===== config.mk =====
export PLATFORM = sky130hd
export DESIGN_NAME = led_pattern_gen_flat
export DESIGN_NICKNAME = d
export VERILOG_FILES = /design/src/rtl/led_pattern_gen_if.sv /design/src/rtl/led_pattern_gen.sv /design/src/flat_wrapper.sv
export SDC_FILE = /design/constraint.sdc
export NUM_CORES = 1
export LEC_CHECK = 0
export BUFFER_PORTS_ARGS = -buffer_cell sky130_fd_sc_hd__buf_2
export CORE_MARGIN = 8
export CORE_UTILIZATION = 35
export DETAILED_ROUTE_END_ITERATION = 10
export PLACE_DENSITY = 0.58
export SYNTH_ARGS = -nofsm -noshare
export SYNTH_HDL_FRONTEND = slang
export SYNTH_SLANG_ARGS = --single-unit

===== constraint.sdc =====
create_clock -name clk -period 2.74 [get_ports clk]
set_input_delay 0.411 -clock clk [delete_from_list [all_inputs] [get_ports clk]]
set_output_delay 0.411 -clock clk [all_outputs]
set_load 0.02 [all_outputs]

===== src/rtl/led_pattern_gen_if.sv =====
// LED pattern generator control/status bundle: mode, pause and brightness in,
// LED drive and step tick out.
interface led_pattern_gen_if #(
  parameter int unsigned WIDTH    = 8,
  parameter int unsigned PWM_BITS = 4
);
  logic [1:0]          mode;
  logic                pause;
  logic [PWM_BITS-1:0] brightness;
  logic [WIDTH-1:0]    leds;
  logic                tick;

  modport master (
    output mode,
    output pause,
    output brightness,
    input  leds,
    input  tick
  );

  modport slave (
    input  mode,
    input  pause,
    input  brightness,
    output leds,
    output tick
  );
endinterface


===== src/rtl/led_pattern_gen.sv =====
// Four-animation LED pattern generator (gray count, rule-30, bouncing dot,
// binary count) stepped by a prescaler tick, with PWM brightness gating and
// a pause control. All generators advance together; mode only picks the view.
module led_pattern_gen #(
  parameter int unsigned WIDTH     = 8,
  parameter int unsigned LOG2DELAY = 22,
  parameter int unsigned PWM_BITS  = 4
) (
  input logic              clk,
  input logic              rst,
  led_pattern_gen_if.slave bus
);

  localparam int unsigned PosW   = (WIDTH > 1) ? $clog2(WIDTH) : 1;
  localparam logic [31:0] CaSeed = 32'h0001_0000;

  typedef enum logic {StUp, StDown} dir_e;

  logic [LOG2DELAY-1:0] presc_q;
  logic [PWM_BITS-1:0]  pwm_cnt_q;
  logic [WIDTH-1:0]     step_q;
  logic [31:0]          ca_q;
  logic [31:0]          ca_d;
  logic [PosW-1:0]      pos_q;
  dir_e                 dir_q;
  logic [WIDTH-1:0]     pattern;
  logic [WIDTH-1:0]     leds_q;
  logic                 tick;
  logic                 gate;

  // A paused prescaler sitting at all-ones holds the step until resume.
  assign tick     = (presc_q == '1) & ~bus.pause;
  assign gate     = (bus.brightness == '1) | (pwm_cnt_q < bus.brightness);
  assign bus.tick = tick;
  assign bus.leds = leds_q;

  // Step prescaler (freezes on pause) and PWM counter (always runs).
  always_ff @(posedge clk) begin
    if (rst) begin
      presc_q   <= '0;
      pwm_cnt_q <= '0;
    end else begin
      if (!bus.pause) begin
        presc_q <= presc_q + LOG2DELAY'(1);
      end
      pwm_cnt_q <= pwm_cnt_q + PWM_BITS'(1);
    end
  end

  // Rule 30 on a 32-cell ring: left neighbour is i+1, right neighbour is i-1.
  always_comb begin
    ca_d = '0;
    for (int i = 0; i < 32; i++) begin
      ca_d[i] = ca_q[(i + 1) % 32] ^ (ca_q[i] | ca_q[(i + 31) % 32]);
    end
  end

  // Pattern state: counter, automaton and bounce FSM all advance on tick.
  always_ff @(posedge clk) begin
    if (rst) begin
      step_q <= '0;
      ca_q   <= CaSeed;
      pos_q  <= '0;
      dir_q  <= StUp;
    end else if (tick) begin
      step_q <= step_q + WIDTH'(1);
      ca_q   <= ca_d;
      // A single LED has nowhere to bounce, so pos stays 0.
      if (WIDTH > 1) begin
        unique case (dir_q)
          StUp: begin
            if (pos_q == PosW'(WIDTH - 1)) begin
              pos_q <= PosW'(WIDTH - 2);
              dir_q <= StDown;
            end else begin
              pos_q <= pos_q + PosW'(1);
            end
          end
          StDown: begin
            if (pos_q == '0) begin
              pos_q <= PosW'(1);
              dir_q <= StUp;
            end else begin
              pos_q <= pos_q - PosW'(1);
            end
          end
        endcase
      end
    end
  end

  // Select the displayed animation.
  always_comb begin
    pattern = '0;
    case (bus.mode)
      2'd0:    pattern = step_q ^ (step_q >> 1);
      2'd1:    pattern = ca_q[7 +: WIDTH];
      2'd2:    pattern = WIDTH'(1) << pos_q;
      default: pattern = step_q;
    endcase
  end

  // Registered, PWM-gated LED drive.
  always_ff @(posedge clk) begin
    if (rst) begin
      leds_q <= '0;
    end else begin
      leds_q <= pattern & {WIDTH{gate}};
    end
  end

endmodule


===== src/flat_wrapper.sv =====
// flat-port wrapper written by rule: the top's interface ports become plain ports
module led_pattern_gen_flat 
#(
  parameter int unsigned WIDTH     = 8,
  parameter int unsigned LOG2DELAY = 22,
  parameter int unsigned PWM_BITS  = 4
)
  (clk, rst, bus_mode, bus_pause, bus_brightness, bus_leds, bus_tick);
  led_pattern_gen_if #(.WIDTH(WIDTH), .PWM_BITS(PWM_BITS)) bus_i ();
  input logic clk;
  input logic rst;
  input wire logic [$bits(bus_i.mode)-1:0] bus_mode;
  input wire logic [$bits(bus_i.pause)-1:0] bus_pause;
  input wire logic [$bits(bus_i.brightness)-1:0] bus_brightness;
  output wire logic [$bits(bus_i.leds)-1:0] bus_leds;
  output wire logic [$bits(bus_i.tick)-1:0] bus_tick;
  assign bus_i.mode = bus_mode;
  assign bus_i.pause = bus_pause;
  assign bus_i.brightness = bus_brightness;
  assign bus_leds = bus_i.leds;
  assign bus_tick = bus_i.tick;
  led_pattern_gen #(.WIDTH(WIDTH), .LOG2DELAY(LOG2DELAY), .PWM_BITS(PWM_BITS)) u_core (.clk(clk), .rst(rst), .bus(bus_i));
endmodule

==> impl_metrics.json <==
{
  "critPathSlowestCell": "dfxtp_1",
  "dr_wl_met2_mm": 3.98,
  "hold_violations": 0,
  "yosys.area_share.xor_xnor_pct": 6.31,
  "syn_to_final_growth_pct": 13.2,
  "dpl.hpwl_mm": 5.40,
  "htree_levels": 3,
  "grt_pass1_vias": 3139,
  "synthAdderAreaFrac_pct": 4.97,
  "syn_area_um2": 4030,
  "dr_wl_met3_um": 293,
  "rsz0062_at_grt": "false",
  "coreArea_um2": 11300,
  "yosys_register_bits": 78,
  "clkPwrFrac_pct": 50.4,
  "drc": 0,
  "fp-row-count": 39,
  "avgRoutedWirePerCell_um": 12.6,
  "antenna_found_initial": 0,
  "power_mw": 2.52,
  "worst_pin_slew_ps": 706,
  "wl_met1_mm": 3.83,
  "slew_headroom_pct": 52.5,
  "cts.repair.resized": 0,
  "cts_tree": "yes",
  "synth_edf_count": 0,
  "synth.distinct_cells": 42,
  "crit_chain": "ha_1 > nand4b_4 > nor4_4 > nand2_2 > inv_2 > buf_2",
  "critical_path_buf_inv_count": 2,
  "critPathCaptureType": "output port",
  "wl_mm": 8.24,
  "grt_usage_pct": 11.4,
  "routabilityCongestion": 0.745,
  "root_buffer": "clkbuf_16",
  "cell_internal_pwr_mw": 1.98,
  "leakage_nw": 1.72,
  "min_period_ps": 2490,
  "timing.setup.tns_ps": 0,
  "vias": 3331,
  "drive_gt1_share_pct": 13.0,
  "grt_max_degree": 48,
  "p_comb_share_pct": 3.7,
  "cp_max_fo": 21,
  "portBuffers": 17,
  "ys.flop_type": "dfxtp_1",
  "overflow": 0,
  "io_pins": 18,
  "switchingPower_mw": 0.539,
  "holdCritPathClass": "input port to flop",
  "synthMuxAreaShare_pct": 6.65,
  "clock_latency_ps": 340,
  "dr.pass1.iters": 4,
  "dieArea_um2": 15200,
  "hold_buffers": 0,
  "final_nets": 529,
  "async_flop_share_pct": 0,
  "crit_required_ps": 2330,
  "critPathLaunchType": "flop",
  "clock_path_buffers": 2,
  "power.density_nw_per_um2": 553,
  "clock_sink_count": 78,
  "max_cap_viol_count": 0,
  "netSwitchingFraction_pct": 21.4,
  "synth.avg_cell_area_um2": 8.15,
  "ys_seq_area_share_pct": 38.8,
  "critPathKind": "flop to output port",
  "grt_pass1_wl_mm": 14.1,
  "fin_crit_sh_pct": 90.9,
  "clk_pin_slew_ps": 60,
  "drt_iter0_markers": 211,
  "setup-violations-final": 0,
  "vias_per_cell": 5.11,
  "cts_setup_buffers": 0,
  "hold_slack_ps": 410,
  "synth_compound_area_share_pct": 14.3,
  "max_stage_delay_ps": 370,
  "die_y_um": 123,
  "diodes": 0,
  "nFillCells": 1129,
  "drtAntennaViolNets": 0,
  "top_layer": "met4",
  "netlist_instances": 494,
  "yosysWarningCount": 0,
  "ir_worst_vdd_mv": 0.290,
  "die_x_um": 123,
  "initial_core_util_pct": 35.6,
  "synth_top_family_by_area": "simple AND/OR/NAND/NOR gates",
  "r2r_slack_ps": 620,
  "cp.arrival_ps": 2080,
  "cp_top_family": "simple AND/OR/NAND/NOR gates",
  "status": "completed",
  "pwr-share-seq_pct": 45.9,
  "slew_viol_final": 0,
  "synthSimpleGateAreaFrac_pct": 24.4,
  "fin_skew_ps": 9.38,
  "syn_nets": 519,
  "max_freq_mhz": 402,
  "numCtsBuffers": 9
}
[registers in the layout, summed over array words and instances, names as in the netlist]
name / flops
u_core.presc_q: 22
u_core.pwm_cnt_q: 4
u_core.bus.leds: 8
u_core.step_q: 8
u_core.dir_q: 1
u_core.pos_q: 3
u_core.ca_q: 32
[cells in the mapped netlist, drive strengths merged (4+ instances only)]
cell type / n / area [um^2]
dfxtp: 78 / 1560
nand2: 67 / 254
nor2: 62 / 233
a21oi: 45 / 225
nand3: 25 / 125
o21ai: 23 / 115
xor2: 22 / 193
inv: 20 / 75.1
mux2: 20 / 225
clkbuf: 17 / 63.8
ha: 16 / 200
nand4: 13 / 93.8
a21o: 11 / 82.6
nor2b: 9 / 56.3
a211oi: 8 / 60.1
or3: 8 / 50.1
a31oi: 7 / 43.8
buf: 7 / 42.5
xnor2: 7 / 61.3
nor3: 4 / 20.0
[path summary, 6_finish.rpt]
kind	start	to	cells past startpoint
max	u_core.presc_q[0]$_SDFFE_PP0N_	bus_tick	6
min	bus_pause	u_core.presc_q[0]$_SDFFE_PP0N_	3
max reg2reg	u_core.presc_q[0]$_SDFFE_PP0N_	u_core.ca_q[16]$_SDFFE_PP1P_	7
min reg2reg	u_core.pwm_cnt_q[0]$_SDFF_PP0_	u_core.pwm_cnt_q[0]$_SDFF_PP0_	1
[cells in the final DEF (no fill, tap or decap), types with 2 or more instances in the layout]
cell type   n
clkbuf_16   9
mux2_2     20
xor2_1     22
nand4_1    11
nand2_1    66
and3_1      3
nor3b_1     3
buf_2      17
a211oi_1    8
a21oi_1    45
nand4_2     2
buf_4       5
bufinv_16   2
mux2i_1     2
nor2_1     62
nor2b_1     9
or4_1       2
inv_1      19
or3_1       8
a221o_1     2
xnor2_1     7
nand4b_1    2
ha_1       16
dfxtp_1    78
a31oi_1     7
nand3_1    25
a21o_1     11
nor3_1      4
o21ai_0    22
clkinv_2    2
[tightest hold or removal path, delay by kind of cell]
kind,cells,cell delay (ps)
buffers and inverters,1,140
XOR/XNOR,1,90
AND/OR/NAND/NOR,1,70
[layout make-up]
type	instances	area [um^2]	share of cell area, %
Multi-Input combinational cell	372	2280	50.1
Inverter	20	75.1	1.65
Sequential cell	78	1560	34.3
Clock inverter	6	86.3	1.90
Tap cell	143	179	3.93
Clock buffer	10	229	5.03
Timing Repair Buffer	23	143	3.13
[metrics by stage]
stage	setup WS, ps	cell area (um^2)	instances	util (%)
floorplan	785	4030	494	-
finish	250	4560	652	40.2
CTS	219	4560	652	40.2
global route	76.5	4560	652	40.2
detailed placement	561	4240	636	37.5
global placement	583	4240	636	37.5
[power groups by stage]
stage / logic (mW) / clock network (mW) / registers [mW]
after floorplan: 0.0614 / 0 / 1.18
final: 0.0923 / 1.27 / 1.16
after global routing: 0.103 / 1.35 / 1.16
after CTS: 0.0938 / 1.30 / 1.16
after global placement: 0.0901 / 0 / 1.18
after detailed placement: 0.0928 / 0 / 1.18
[metal layers]
| metal | GRT usage (%) | vias up |
|---|---|---|
| met4 | 6.09 | 0 |
| met1 | 13.1 | 1558 |
| met3 | 1.83 | 9 |
| met5 | 0 | - |
| met2 | 19.8 | 45 |
| li1 | - | 1719 |
[logic make-up (layout without fill, tap and decap cells)]
logic type      after synthesis  in the layout
simple gates                204            204
compound gates              100            100
flops                        78             78
buf+inv                      44             59
xor+xnor                     29             29
mux                          23             23
fa+ha+maj                    16             16
(Power assumes the default switching activity.)
